`src/rtl/fetch_unit.sv`:
```
// Instruction-fetch stage around the PC register: drives the fetch/data phase,
// computes the next PC and maintains the IF/ID pipeline register.
module fetch_unit #(
    parameter logic [31:0] NOP_INST = 32'h0000_0013,
    parameter logic [31:0] PC_STEP  = 32'd4
) (
    input  logic        clk,
    input  logic        rst,
    output logic        tick_tock,
    input  logic [31:0] pc_out,
    input  logic [31:0] mem_rdata,
    input  logic        stall,
    input  logic        redirect_valid,
    input  logic [31:0] redirect_target,
    output logic [31:0] pc_next,
    output logic [31:0] ifid_pc,
    output logic [31:0] ifid_pc_plus4,
    output logic [31:0] ifid_inst,
    output logic        ifid_valid,
    output logic [31:0] fetch_count
);

    logic        tick_q;
    logic        pend_q, pend_d;
    logic [31:0] pend_tgt_q, pend_tgt_d;
    logic [31:0] ifid_pc_q, ifid_pc_d;
    logic [31:0] ifid_pc_plus4_q, ifid_pc_plus4_d;
    logic [31:0] ifid_inst_q, ifid_inst_d;
    logic        ifid_valid_q, ifid_valid_d;
    logic [31:0] fetch_count_q, fetch_count_d;

    logic        eff_redirect;
    logic [31:0] in_target;
    logic [31:0] eff_target;
    logic [31:0] pc_seq;

    assign in_target    = {redirect_target[31:2], 2'b00};
    assign eff_redirect = redirect_valid | pend_q;
    assign eff_target   = redirect_valid ? in_target : pend_tgt_q;
    assign pc_seq       = pc_out + PC_STEP;

    always_comb begin
        pc_next = pc_seq;
        if (eff_redirect) begin
            pc_next = eff_target;
        end else if (stall) begin
            pc_next = pc_out;
        end
    end

    always_comb begin
        pend_d          = pend_q;
        pend_tgt_d      = pend_tgt_q;
        ifid_pc_d       = ifid_pc_q;
        ifid_pc_plus4_d = ifid_pc_plus4_q;
        ifid_inst_d     = ifid_inst_q;
        ifid_valid_d    = ifid_valid_q;
        fetch_count_d   = fetch_count_q;
        if (!tick_q) begin
            if (eff_redirect) begin
                // The redirect is consumed through pc_next this edge.
                pend_d       = 1'b0;
                ifid_inst_d  = NOP_INST;
                ifid_valid_d = 1'b0;
            end else if (!stall) begin
                ifid_pc_d       = pc_out;
                ifid_pc_plus4_d = pc_seq;
                ifid_inst_d     = mem_rdata;
                ifid_valid_d    = 1'b1;
                fetch_count_d   = fetch_count_q + 32'd1;
            end
        end else if (redirect_valid) begin
            // PC cannot load in the data phase, so park the target until phase 0.
            pend_d       = 1'b1;
            pend_tgt_d   = in_target;
            ifid_inst_d  = NOP_INST;
            ifid_valid_d = 1'b0;
        end
    end

    always_ff @(posedge clk or posedge rst) begin
        if (rst) begin
            tick_q          <= 1'b0;
            pend_q          <= 1'b0;
            pend_tgt_q      <= 32'd0;
            ifid_pc_q       <= 32'd0;
            ifid_pc_plus4_q <= PC_STEP;
            ifid_inst_q     <= NOP_INST;
            ifid_valid_q    <= 1'b0;
            fetch_count_q   <= 32'd0;
        end else begin
            tick_q          <= ~tick_q;
            pend_q          <= pend_d;
            pend_tgt_q      <= pend_tgt_d;
            ifid_pc_q       <= ifid_pc_d;
            ifid_pc_plus4_q <= ifid_pc_plus4_d;
            ifid_inst_q     <= ifid_inst_d;
            ifid_valid_q    <= ifid_valid_d;
            fetch_count_q   <= fetch_count_d;
        end
    end

    assign tick_tock     = tick_q;
    assign ifid_pc       = ifid_pc_q;
    assign ifid_pc_plus4 = ifid_pc_plus4_q;
    assign ifid_inst     = ifid_inst_q;
    assign ifid_valid    = ifid_valid_q;
    assign fetch_count   = fetch_count_q;

endmodule

```
`config.mk`:
```
export PLATFORM = sky130hd
export DESIGN_NAME = fetch_unit
export DESIGN_NICKNAME = d
export VERILOG_FILES = /design/src/rtl/fetch_unit.sv
export SDC_FILE = /design/constraint.sdc
export NUM_CORES = 1
export LEC_CHECK = 0
export ABC_AREA = 1
export BUFFER_PORTS_ARGS = -buffer_cell sky130_fd_sc_hd__buf_2
export CAP_MARGIN = 10
export CORE_MARGIN = 2
export CORE_UTILIZATION = 35
export DETAILED_ROUTE_END_ITERATION = 16
export SLEW_MARGIN = 20
export SYNTH_ARGS = -nofsm -noshare
export SYNTH_HDL_FRONTEND = slang
export SYNTH_SLANG_ARGS = --single-unit
```
`constraint.sdc`:
```
create_clock -name clk -period 6.5 [get_ports clk]
set_input_delay 0.325 -clock clk [delete_from_list [all_inputs] [get_ports clk]]
set_output_delay 0.325 -clock clk [all_outputs]
set_load 0.02 [all_outputs]
```
# --- Word-level counts from Yosys, hierarchy flattened ---
# Cells that the tools add are included.
op_classes:
  add_sub_neg: 2
  multipliers: 0
  n_div: 0
  order_cmp: 0
  eq_ne: 2
  shift: 0
  n_mux: 14
  n_bitwise: 4
  reduce_logical: 4
ops:
  columns: ["op", "count"]
  rows:
  - ["$mux 32", 7]
  - ["$add 32x1->32 const B", 1]
  - ["$add 32x3->32 const B", 1]
  - ["$mux 1", 7]
  - ["$reduce_and 2->1", 2]
  - ["$ne 3x1->1 const B", 1]
  - ["$not 1->1", 3]
  - ["$reduce_and 3->1", 1]
  - ["$ne 2x2->1 const B", 1]
  - ["$reduce_bool 2->1", 1]
  - ["$or 1x1->1", 1]
totals:
  regBits: 163
  latchBits: 0
  ram_bits: 0
  rom_bits: 0
  in_bits: 100
  out_inout_bits: 162
  wordCells: 34
  mem_count: 0

# --- Longest topological paths before layout ---
depth:
  ltp_word: 3
  mapped_depth: 11
  mapped_depth_nobuf: 10

# --- Worst setup path after synthesis ---
# Ideal clock, no wire load.
synth_path:
  kind: "input to output"
  start: "input port pc_out[2]"
  end: "output port pc_next[18]"
  arrival_time_ns: 1.544
  t_required_ns: 6.175
  setup_slack_ns: 4.631
  stages: 8
  n_path_buf: 0
  path_cell_list: "ha_1 > nand2_1 > nor2_2 > nand2_1 > nor2_2 > xor2_1 > nand2_1 > a21oi_1"
synth_between:
  elab_chain_len: 3
synth_lines:
  columns: ["element", "line", "text"]
  rows:
  - ["start, declared", "10", "input logic [31:0] pc_out,"]
  - ["$add 32x3->32", "40", "assign pc_seq = pc_out + PC_STEP;"]
  - ["$mux 32", "46", "end else if (stall) begin"]
  - ["$mux 32", "44", "if (eff_redirect) begin"]
  - ["end, declared", "15", "output logic [31:0] pc_next,"]
# Every way passes these cells.

# --- Worst setup path in the final report ---
layout_path:
  start: "register pend_q"
  end: "output port pc_next[8]"
layout_between:
  elab_chain_len: 2
layout_lines:
  columns: ["element", "line", "text"]
  rows:
  - ["start, declared", "24", "logic pend_q, pend_d;"]
  - ["start signal, assigned", "93", "pend_q <= pend_d;"]
  - ["$or 1x1->1", "38", "assign eff_redirect = redirect_valid | pend_q;"]
  - ["$mux 32", "44", null]
# Every way passes these cells.

==> results.md <==
* Fin. Hold Viols at 0
* Min Tclk post-route at 3.42 ns
* Post-Syn Area at 8010 um2
* Slew HR at 0.315
* Crit path kind: register to primary output
* Skew final at 0.0136 ns
* Crit path cell chain: nor2_8 > inv_1 > nor2_1 > inv_1 > o221ai_1 > buf_2
* Met2 Wirelength at around 12,000 um
* Post-place instance area at between 9000 and 10,000 um2
* DR WL met3 at 2090 um
* Avg WL per Cell at 16.6 um
* P per Cell Area at 263 nW/um2
* IO Pins at 262
* Avg Cell Area, Syn at 7.83 um2
* Initial Utilization at 0.355
* Cell taking the most area after synthesis: dfrtp_1
* Vias in the first global route at 7,187
* Detail Placement HPWL at ~19,000 um
* Worst IR Drop VDD at 178 uV
* Slew Limit Fails at 0
* Area of the die at about 24,000 um2
* Leading cell type in the layout, fill and taps excluded: nand2_1
* Outcome: completed
* Root buffer cell: clkbuf_16
* Die Height at ~160 um
* Fin Setup TNS at 0 ns
* Via density per instance at ~4.9
* Clk sinks at 161
* DRT antenna net count at 0
* Fin Hold WS at between 0.05 and 0.06 ns
* Antenna violations before repair at 2
* Synth Warn # at 0
* Worst slew pin tran at 1.02 ns
* NumNets Final at 1,370
* Final cycle utilization of the critical path at 0.527
* Global-route wire length before repair at approximately 40,000 um
* Area growth syn-to-layout at 26.6%
* Hold_buf cts at 0
* Worst setup EP type: primary output
* Post-route DRC at 0
* Max Fclk at 0.292 GHz
* Die W at 155 um
* Worst-path maximum fanout at 15
* Synth top area share at 0.491
* Syn nets at 1,125
* Max-cap violation count at 0
* Synth cell types at 39
* Tot GR Track Use at 0.218
* Fillers at between 2,000 and 2,500
* Metal-1 WL at 11,800 um
* # setup viols final at 0
* Core Rows at 55
* Nature of the critical path startpoint: register
* Total CTS buffers at 17
* Total congestion overflow at 0
* Largest net degree at the start of global routing at 91
* Critical-path top delay cell: nor2_1
* CTS tree: yes
* Port Buffers at approximately 260
* Most frequent cells in the layout: nand2_1 (372), buf_2 (259), dfrtp_1 (157), inv_1 (107), o21ai_0 (84)
* Worst path most repeated cell: inv_1
* Crit-path max cell delay at between 0.7 and 0.8 ns
* Hold Crit Class: primary input to async pin
* First-pass detailed-route iteration total at 5
* Vias post-DR at 7,612
* Post-Route WL at around 26,000 um
* CP required at 6.17 ns
* Lkg Pwr at 5.38 nW
* Core Region at 22,600 um2
* Share of cells above drive strength 1 at 0.251
* Post-CTS resize count at 0
* Main area contributors after synthesis: dfrtp_1 (49%), nand2_1 (17%), o21ai_0 (5.3%)
* Synthesis-stage register bit count at 161
* H-tree depth at 4
* Seq/Total Area, Yosys at 0.504
* RSZ-0062 raised after global routing: false
* Uppermost layer routed: met5
* GPL Wtd Cong at 0.880
* Crit path DAT at 3.10 ns
* Reg clk slew, reported paths at 0.07 ns
* CTS Buffer Depth at 2
* Total setup buffers inserted after CTS at 0
* Synthesized instance count at slightly above 1,000
* Post-route cell area at 10,100 um2
* DR iter-0 viols at between 600 and 700
* Worst-skew pair later-pin latency at 0.43 ns
## worst paths after layout
kind	slack (ns)	cells after the start	from	end
min in group clk	0.10	3	redirect_target[29]	pend_tgt_q[29]
worst max register to register	3.83	8	pend_q	ifid_pc_plus4[2]
worst min register to register	0.46	2	ifid_pc[15]	ifid_pc[15]
max in group asynchronous	5.20	4	rst	ifid_pc_plus4[2]
worst max-delay path	3.08	6	pend_q	pc_next[8]
worst min-delay path	0.06	2	rst	fetch_count[25]
## layout make-up
type | count | area [um2] | area share
Inverter | 112 | 425 | 0.0420
Sequential cell | 161 | 4030 | 0.398
Timing Repair Buffer | 265 | 1360 | 0.134
Clock buffer | 18 | 439 | 0.0433
Antenna cell | 1 | 2.50 | 0.000247
Multi-Input combinational cell | 711 | 3370 | 0.333
Tap cell | 285 | 357 | 0.0352
Clock inverter | 14 | 146 | 0.0144
## worst max-delay path: cells and delay by family, from the launching register on
kind / cells / cell delay (ns)
simple gates: 2 / 1.04
buf+inv: 3 / 0.79
flops: 1 / 0.44
compound gates: 1 / 0.37
## through the flow
stage / cells / util / setup WS, ns / total power, W
2_1_floorplan: 1023 / - / 1.83 / 0.00146
6_report: 1567 / 0.449 / 3.08 / 0.00267
4_1_cts: 1565 / 0.448 / 3.11 / 0.00270
5_1_grt: 1566 / 0.449 / 2.95 / 0.00281
3_5_place_dp: 1533 / 0.422 / 3.45 / 0.00168
3_3_place_gp: 1533 / 0.422 / 3.51 / 0.00168
## cells by family (layout without fill, tap and decap cells)
| kind of cell | count (synthesis) | after routing | synth area share |
|---|---|---|---|
| and+or+nand+nor | 519 | 519 | 0.270 |
| buffers and inverters | 151 | 409 | 0.0756 |
| other | 0 | 1 | 0 |
| DFF | 161 | 161 | 0.504 |
| xor gates and xnor gates | 39 | 39 | 0.0427 |
| AOI/OAI and AO/OA | 151 | 151 | 0.104 |
| adders and majority gates | 2 | 2 | 0.00312 |
## power by group
group | switching [W] | internal [W] | total, W
combinational | 0.000345 | 0.000159 | 0.000505
sequential | 0.0000576 | 0.00110 | 0.00116
clock | 0.000457 | 0.000550 | 0.00101
## cell usage after synthesis
| cell | n |
|---|---|
| o21ai_1 | 7 |
| buf_6 | 1 |
| nor2_2 | 6 |
| xor2_1 | 25 |
| nor3_1 | 13 |
| xnor2_1 | 14 |
| clkinv_1 | 2 |
| a211oi_1 | 1 |
| nor3b_1 | 1 |
| nand4_1 | 3 |
| o221ai_1 | 4 |
| buf_4 | 4 |
| dfstp_2 | 4 |
| o21a_1 | 1 |
| a22oi_1 | 8 |
| nand3_4 | 1 |
| a221oi_1 | 3 |
| a21oi_1 | 20 |
| nand3b_1 | 5 |
| nand2_2 | 2 |
| inv_2 | 1 |
| a31oi_1 | 4 |
| and2_1 | 2 |
| o21ai_0 | 84 |
| dfrtp_1 | 157 |
| buf_2 | 13 |
| nor2_8 | 3 |
| ha_1 | 2 |
| and3_1 | 1 |
| inv_1 | 109 |
| clkbuf_1 | 19 |
| nand2_4 | 2 |
| nand2_1 | 372 |
| buf_1 | 2 |
| nand3_1 | 34 |
| nor2_1 | 71 |
| nor2_4 | 2 |
| nor4_2 | 1 |
| o22ai_1 | 19 |
## state kept, by name, summed over array words and instances, names as in the netlist
signal	flops
fetch_count	32
tick_tock	1
pend_tgt_q	32
pend_q	1
ifid_pc_plus4	30
ifid_valid	1
ifid_pc	32
ifid_inst	32
## routing by layer
layer | track usage | vias to the layer above
li1 | - | 3720
met1 | 0.306 | 3528
met2 | 0.330 | 325
met3 | 0.0593 | 35
met4 | 0.0642 | 4
met5 | 0 | -
Power figures use the tool's default switching activity.
